**config.mk**
```make
export PLATFORM = sky130hd
export DESIGN_NAME = pc_ir_unit
export DESIGN_NICKNAME = d
export VERILOG_FILES = /design/src/rtl/cpu_pkg.sv /design/src/rtl/pc_next.sv /design/src/rtl/pc_ir_unit.sv
export SDC_FILE = /design/constraint.sdc
export NUM_CORES = 1
export LEC_CHECK = 0
export ABC_CLOCK_PERIOD_IN_PS = 2600
export BUFFER_PORTS_ARGS = -buffer_cell sky130_fd_sc_hd__buf_2
export CORE_ASPECT_RATIO = 1.75
export CORE_MARGIN = 2
export CORE_UTILIZATION = 45
export DETAILED_ROUTE_END_ITERATION = 8
export PLACE_DENSITY = 0.84
export SLEW_MARGIN = 20
export SYNTH_ARGS = -nofsm -noshare
export SYNTH_HDL_FRONTEND = slang
export SYNTH_HIERARCHICAL = 1
export SYNTH_SLANG_ARGS = --single-unit
```
**constraint.sdc**
```tcl
create_clock -name clk -period 2.6 [get_ports clk]
set_clock_uncertainty 0.05 [all_clocks]
set_input_delay 0.26 -clock clk [delete_from_list [all_inputs] [get_ports clk]]
set_output_delay 0.26 -clock clk [all_outputs]
set_load 0.1 [all_outputs]
```
**src/rtl/cpu_pkg.sv**
```systemverilog
// Shared definitions for the 301 16-bit RISC core: datapath width,
// opcode constants, ALU operation encodings and the 8-bit sign extender
// used for PC-relative branches.
package cpu_pkg;

    localparam int WIDTH = 16;

    // Opcodes occupy IR[15:9]
    localparam logic [6:0] OP_ADD  = 7'h70;
    localparam logic [6:0] OP_SUB  = 7'h71;
    localparam logic [6:0] OP_AND  = 7'h72;
    localparam logic [6:0] OP_OR   = 7'h73;
    localparam logic [6:0] OP_XOR  = 7'h74;
    localparam logic [6:0] OP_NOT  = 7'h75;
    localparam logic [6:0] OP_SL   = 7'h76;
    localparam logic [6:0] OP_SR   = 7'h77;
    localparam logic [6:0] OP_LDI  = 7'h78;
    localparam logic [6:0] OP_LD   = 7'h79;
    localparam logic [6:0] OP_STO  = 7'h7A;
    localparam logic [6:0] OP_JMP  = 7'h7B;
    localparam logic [6:0] OP_BRZ  = 7'h7C;
    localparam logic [6:0] OP_BRN  = 7'h7D;
    localparam logic [6:0] OP_BR   = 7'h7E;
    localparam logic [6:0] OP_HALT = 7'h7F;

    typedef enum logic [2:0] {
        ALU_ADD  = 3'd0,
        ALU_SUB  = 3'd1,
        ALU_AND  = 3'd2,
        ALU_OR   = 3'd3,
        ALU_XOR  = 3'd4,
        ALU_NOT  = 3'd5,
        ALU_SL   = 3'd6,
        ALU_SR   = 3'd7
    } alu_op_t;

    // Replicate bit 7 into the upper bits of a WIDTH-bit word
    function automatic logic [WIDTH-1:0] sext8(input logic [7:0] x);
        return {{(WIDTH-8){x[7]}}, x};
    endfunction

endpackage

```
**src/rtl/pc_next.sv**
```systemverilog
// Combinational next-PC selector.
// Ports: pc (current PC), ir_lo (IR[7:0] branch offset), s_in (jump
// target), pc_ld / pc_inc / pc_sel strobes -> next_pc.
// pc_ld has priority over pc_inc; with neither, the PC holds.
module pc_next #(
    parameter int W = 16
) (
    input  logic [W-1:0] pc,
    input  logic [7:0]   ir_lo,
    input  logic [W-1:0] s_in,
    input  logic         pc_ld,
    input  logic         pc_inc,
    input  logic         pc_sel,
    output logic [W-1:0] next_pc
);
    import cpu_pkg::*;

    logic signed [WIDTH-1:0] off16;
    logic        [W-1:0]     offset;

    // Signed size cast sign-extends (or truncates) the offset to W bits
    assign off16  = signed'(sext8(ir_lo));
    assign offset = W'(off16);

    always_comb begin
        next_pc = pc;
        if (pc_ld)
            next_pc = pc_sel ? s_in : pc + offset;
        else if (pc_inc)
            next_pc = pc + W'(1);
    end

endmodule

```
**src/rtl/pc_ir_unit.sv**
```systemverilog
// Instruction-side datapath: program counter, instruction register and
// memory address mux, plus debug support (saturating retired-instruction
// counter and sticky PC breakpoint flag).
// Ports: clk, reset (sync, active high); control strobes pc_ld, pc_inc,
// pc_sel, ir_ld, adr_sel; R_in/S_in from the register file; D_in memory
// read data; bp_en/bp_addr/bp_clr breakpoint controls.
// Outputs: Address, IR, PC, inst_cnt, bp_hit.
module pc_ir_unit #(
    parameter int               WIDTH     = 16,
    parameter logic [WIDTH-1:0] RESET_PC  = '0,
    parameter int               CNT_WIDTH = 16
) (
    input  logic                 clk,
    input  logic                 reset,
    input  logic                 pc_ld,
    input  logic                 pc_inc,
    input  logic                 pc_sel,
    input  logic                 ir_ld,
    input  logic                 adr_sel,
    input  logic [WIDTH-1:0]     R_in,
    input  logic [WIDTH-1:0]     S_in,
    input  logic [WIDTH-1:0]     D_in,
    input  logic                 bp_en,
    input  logic [WIDTH-1:0]     bp_addr,
    input  logic                 bp_clr,
    output logic [WIDTH-1:0]     Address,
    output logic [WIDTH-1:0]     IR,
    output logic [WIDTH-1:0]     PC,
    output logic [CNT_WIDTH-1:0] inst_cnt,
    output logic                 bp_hit
);
    logic [WIDTH-1:0] next_pc;
    logic             hit;

    pc_next #(.W(WIDTH)) u_pc_next (
        .pc      (PC),
        .ir_lo   (IR[7:0]),
        .s_in    (S_in),
        .pc_ld   (pc_ld),
        .pc_inc  (pc_inc),
        .pc_sel  (pc_sel),
        .next_pc (next_pc)
    );

    // Memory is asynchronous-read, so the address must be combinational
    assign Address = adr_sel ? R_in : PC;

    // PC still holds the address of the word being fetched this cycle
    assign hit = ir_ld && bp_en && (PC == bp_addr);

    always_ff @(posedge clk) begin
        if (reset) begin
            PC       <= RESET_PC;
            IR       <= '0;
            inst_cnt <= '0;
            bp_hit   <= 1'b0;
        end else begin
            PC <= next_pc;
            if (ir_ld)
                IR <= D_in;
            if (ir_ld && !(&inst_cnt))
                inst_cnt <= inst_cnt + CNT_WIDTH'(1);
            // A new hit beats a simultaneous clear
            if (hit)
                bp_hit <= 1'b1;
            else if (bp_clr)
                bp_hit <= 1'b0;
        end
    end

endmodule

```
**After elaboration in Yosys (flattened, before gate mapping)**

Cells that the tools add are included.
W data, S select, Z words.

- Bits of input ports: 73
- Output and inout bits: 65
- Register bits after elaboration: 49
- Word-level logic and storage cells: 21

- Eq/ne operators: 1
- Reductions and logical operators: 7
- Add/sub/neg operators: 3
- Mux-type cells: 6

Operators by type and width:

| kind | count |
|---|---|
| $mux W16 | 4 |
| $add A16 B1 Y16 const B | 2 |
| $add A16 B16 Y16 | 1 |
| $eq A16 B16 Y1 | 1 |
| $reduce_and A16 Y1 | 1 |
| $reduce_bool A2 Y1 | 2 |
| $logic_and A1 B1 Y1 | 3 |
| $mux W1 | 2 |
| $logic_not A1 Y1 | 1 |

**Logic depth before layout (Yosys ltp)**

- Word-level depth: 3
- Mapped depth: 9

**Modules after synthesis**

The synthesis kept the hierarchy.

By module, submodules not included:

| module | area an instance (um2) | sequential area each (um2) | instances | cells each |
|---|---|---|---|---|
| pc_ir_unit | 2,248.4 | 980.9 | 1 | 232 |
| pc_next | 1,358.8 | 0.0 | 1 | 202 |

**Worst setup path before layout**

OpenSTA, ideal clock, no wires.

- Path type: reg-to-reg
- Start: reg PC[0]
- End: reg PC[14]
- Slack: -0.385 ns
- Data arrival time: 2.807 ns
- Path buffers: 0
- Setup time: 0.128 ns
- Data required time: 2.422 ns
- Period minus slack after synthesis: 2.985 ns
- Stages on the path, launching flop included: 10
- Path through: dfxtp_1 -> ha_1 -> fa_1 -> a21o_2 -> a311oi_2 -> o211ai_1 -> a31oi_1 -> mux2i_1 -> nor2_1 -> nor2b_1

- Longest elaborated chain between the ends: 3
- Elaborated cells between the ends (all ways): 5

Ends and longest elaborated chain:

| element | line | source |
|---|---|---|
| start, declared | pc_ir_unit.sv:28 | `output logic [WIDTH-1:0] PC,` |
| start signal, assigned | pc_ir_unit.sv:58 | `PC <= next_pc;` |
| $add A16 B1 Y16 or $add A16 B16 Y16 (tied branches) | pc_next.sv:30, pc_next.sv:28 |  |
| $mux W16, on equally long branches | pc_next.sv:29, pc_next.sv:28 |  |
| $mux W16 * | pc_next.sv:27 | `if (pc_ld)` |
| via next_pc[14] | pc_ir_unit.sv:32 | `logic [WIDTH-1:0] next_pc;` |

Mark *: on every way through the listed nets, which the timed path passes. The rest lies on a longest branch. The select of a mux whose other input is x is not followed.
A chain may end at the register's enable or synchronous reset.

**Worst setup path in the final report**

- Start: reg PC[0]
- End: reg PC[12]

The elaborated chain is that of the path after synthesis.

==> flow_metrics.py <==
metrics = {
    "critical_path": {
        "crit_buf_inv": 1,
        "path_cells": "ha_1, fa_2, a21o_2, a311oi_2, buf_4, o21ai_1, o41ai_2, o32a_1, nor2b_1",
        "crit_fanout": 3,
        "crit_path_start_kind": "register",
        "path_class": "register to register",
        "cp-end-kind": "register",
        "slowest_delay_ns": 0.37,
        "slowest_stage": "fa_2",
        "arrival_ns": 2.69,
        "crit_family": "compound AO/OA/AOI/OAI gates",
        "crit_required_ns": 2.77,
    },
    "floorplanning": {
        "core_um2": 7860,
        "chipHeight_um": 122,
        "ios": 138,
        "die_w_um": 71.7,
        "fp-row-count": 43,
        "initial_core_util": 0.459,
        "die_area_um2": 8780,
    },
    "logic_synthesis": {
        "ys.flop_type": "dfxtp_1",
        "ys_top_cells_by_area": "dfxtp_1 27%, mux2_2 7.8%, mux2i_1 6.7%",
        "yosysMostFrequentCell": "nor2_1",
        "synth_compound_area_frac": 0.155,
        "synth.area.mux_share": 0.145,
        "yosys.area_share.simple": 0.236,
        "synth-seq-area-share": 0.272,
        "synth_area_per_cell_um2": 8.31,
        "yosys_register_bits": 49,
        "synth_cell_types": 57,
        "syn_area_um2": 3610,
        "synth_top_area_frac": 0.272,
        "synthAdderAreaFrac": 0.0645,
        "synthXorXnorAreaFrac": 0.0995,
        "synth_top_area_cell": "dfxtp_1",
        "syn_nets": 525,
        "syn_inst": 434,
        "async_flop_share": 0,
        "synth_commonest_cells": "51 x nor2_1, 49 x dfxtp_1, 36 x nand2_1",
        "synth_warnings": 6,
        "synth_edf_count": 0,
        "synth_top_family_by_area": "simple AND/OR/NAND/NOR gates",
    },
    "global_routing": {
        "grt_overflow": 0,
        "grt_max_degree": 41,
        "grt_pass1_vias": 3845,
        "grt_first_pass_wirelength_mm": 17.9,
        "grt_usage": 0.259,
        "antenna_found_initial": 0,
    },
    "sta": {
        "hold_viol_final": 0,
        "min_period_ns": 2.51,
        "maxSlewHeadroom": 0.538,
        "finalCritPeriodShare": 0.967,
        "fmax_mhz": 398,
        "finalMaxSlewViolations": 0,
        "worst_pin_slew_ns": 0.693,
        "fin_tns_setup_ns": 0,
        "rsz0062_at_grt": "no",
        "setup_viol": 0,
        "timing.hold.ws_ns": 0.152,
    },
    "placement": {
        "io_buffer_count": 137,
        "dp_hpwl_mm": 8.73,
        "gp_congestion": 0.990,
    },
    "clock_tree": {
        "holdBufCountCts": 0,
        "path_clk_slew_ns": 0.07,
        "cts_tree": "done",
        "cts_buffers": 5,
        "clk_latency_ns": 0.29,
        "clockBufferDepth": 2,
        "cts_root_buf": "clkbuf_16",
        "cts_sinks": 49,
        "ctsHtreeMaxLevel": 2,
    },
    "min_path": {
        "hold_path_class": "input pin to register",
    },
    "power": {
        "p_per_area_nw_per_um2": 547,
        "ir_drop_mv": 0.494,
        "power.leakage_nw": 2.19,
    },
    "cells_and_area": {
        "area_growth_pct": 27.5,
        "fill_cells": 718,
        "final_nets": 661,
        "final-seq-area_um2": 1010,
        "drive_gt1_frac": 0.377,
        "multi_input_area_um2": 2520,
        "n_antenna_cell": 0,
    },
    "routing": {
        "drcViolationCount": 1,
        "via_per_inst": 5.87,
        "routed-via-count": 3881,
        "wl_per_cell_um": 17.3,
        "drt_pass1_iterations": 9,
        "first_iter_violations": 312,
        "wl_mm": 11.4,
        "antenna_left": 0,
    },
    "status": {
        "status": "finished, violations left",
        "violations": "design-rule violations",
    },
    "flow_run": {
        "cap_violations": 0,
    },
}
flip-flops by register name (all words and copies together) (netlist names):
| signal | flops |
|---|---|
| IR | 16 |
| bp_hit | 1 |
| inst_cnt | 16 |
| PC | 16 |
worst min-delay path, cell delays in order:
cell	delay (ns)
buf_2	0.07
mux2i_1	0.06
nor2_1	0.07
placed cells by master (no fill, tap or decap), drive strengths merged, types with 2 or more instances in the layout:
master and instances:
buf 149, nor2 52, dfxtp 49, nand2 36, nor2b 28, mux2 25, a21oi 25, mux2i 24
xor2 21, xnor2 20, ha 17, o21ai 15, nand3 13, nand4 10, inv 7, nor3 7
nor4 6, and3 6, clkbuf 6, o22ai 5, a31oi 4, a21o 4, and4 3, a31o 3
a211oi 3, nand3b 3, o211ai 3, nand2b 2, o31ai 2, a2111oi 2, o41ai 2, clkinv 2
a311oi 2
cell type report:
cell class | count | area share
Sequential cell | 49 | 0.219
Tap cell | 90 | 0.0245
Inverter | 7 | 0.00571
Clock inverter | 2 | 0.00299
Multi-Input combinational cell | 358 | 0.549
Timing Repair Buffer | 149 | 0.169
Clock buffer | 6 | 0.0302
logic make-up (layout without fill, tap and decap cells):
logic type	count (synthesis)	after routing
xor gates and xnor gates	41	41
adders and majority gates	18	18
DFF	49	49
buffers and inverters	27	164
muxes	49	49
and+or+nand+nor	170	170
AOI/OAI and AO/OA	80	80
power breakdown:
part	leakage [nW]	switching, mW	total, mW	internal (mW)
clock	0.0768	0.295	0.678	0.383
sequential	0.408	0.0592	0.853	0.794
combinational	1.70	0.720	0.982	0.261
through the flow:
step	util	power [mW]	area [µm²]	cells	worst slack, ns
final	0.585	2.51	4600	661	0.0862
after global routing	0.585	2.62	4600	661	0.0182
after CTS	0.584	2.53	4590	660	0.0378
after detailed placement	0.565	1.84	4440	652	0.0698
after global placement	0.565	1.82	4440	652	0.160
after floorplan	-	1.62	3630	434	-0.0276
final timing paths:
| check | endpoint | depth (start not counted) | slack (ns) | start |
|---|---|---|---|---|
| max reg2reg | PC[12] | 9 | 0.09 | PC[0] |
| min reg2reg | bp_hit | 2 | 0.42 | bp_hit |
| min | IR[6] | 3 | 0.15 | D_in[6] |
| max | PC[12] | 9 | 0.09 | PC[0] |
repair_timing:
item / in CTS / in global routing
setup endpoints to repair: 0 / 2
setup buffers: 0 / 1
gates resized for setup: 0 / 1
routing by layer:
| metal | GRT usage | share of wire | vias to the layer above |
|---|---|---|---|
| met3 | 0.0476 | 0.074 | 58 |
| li1 | - | - | 1827 |
| met1 | 0.255 | 0.34 | 1760 |
| met4 | 0.166 | 0.058 | 0 |
| met2 | 0.483 | 0.53 | 236 |
| met5 | 0 | 0 | - |
No activity file was read; power rests on OpenSTA's default activity.
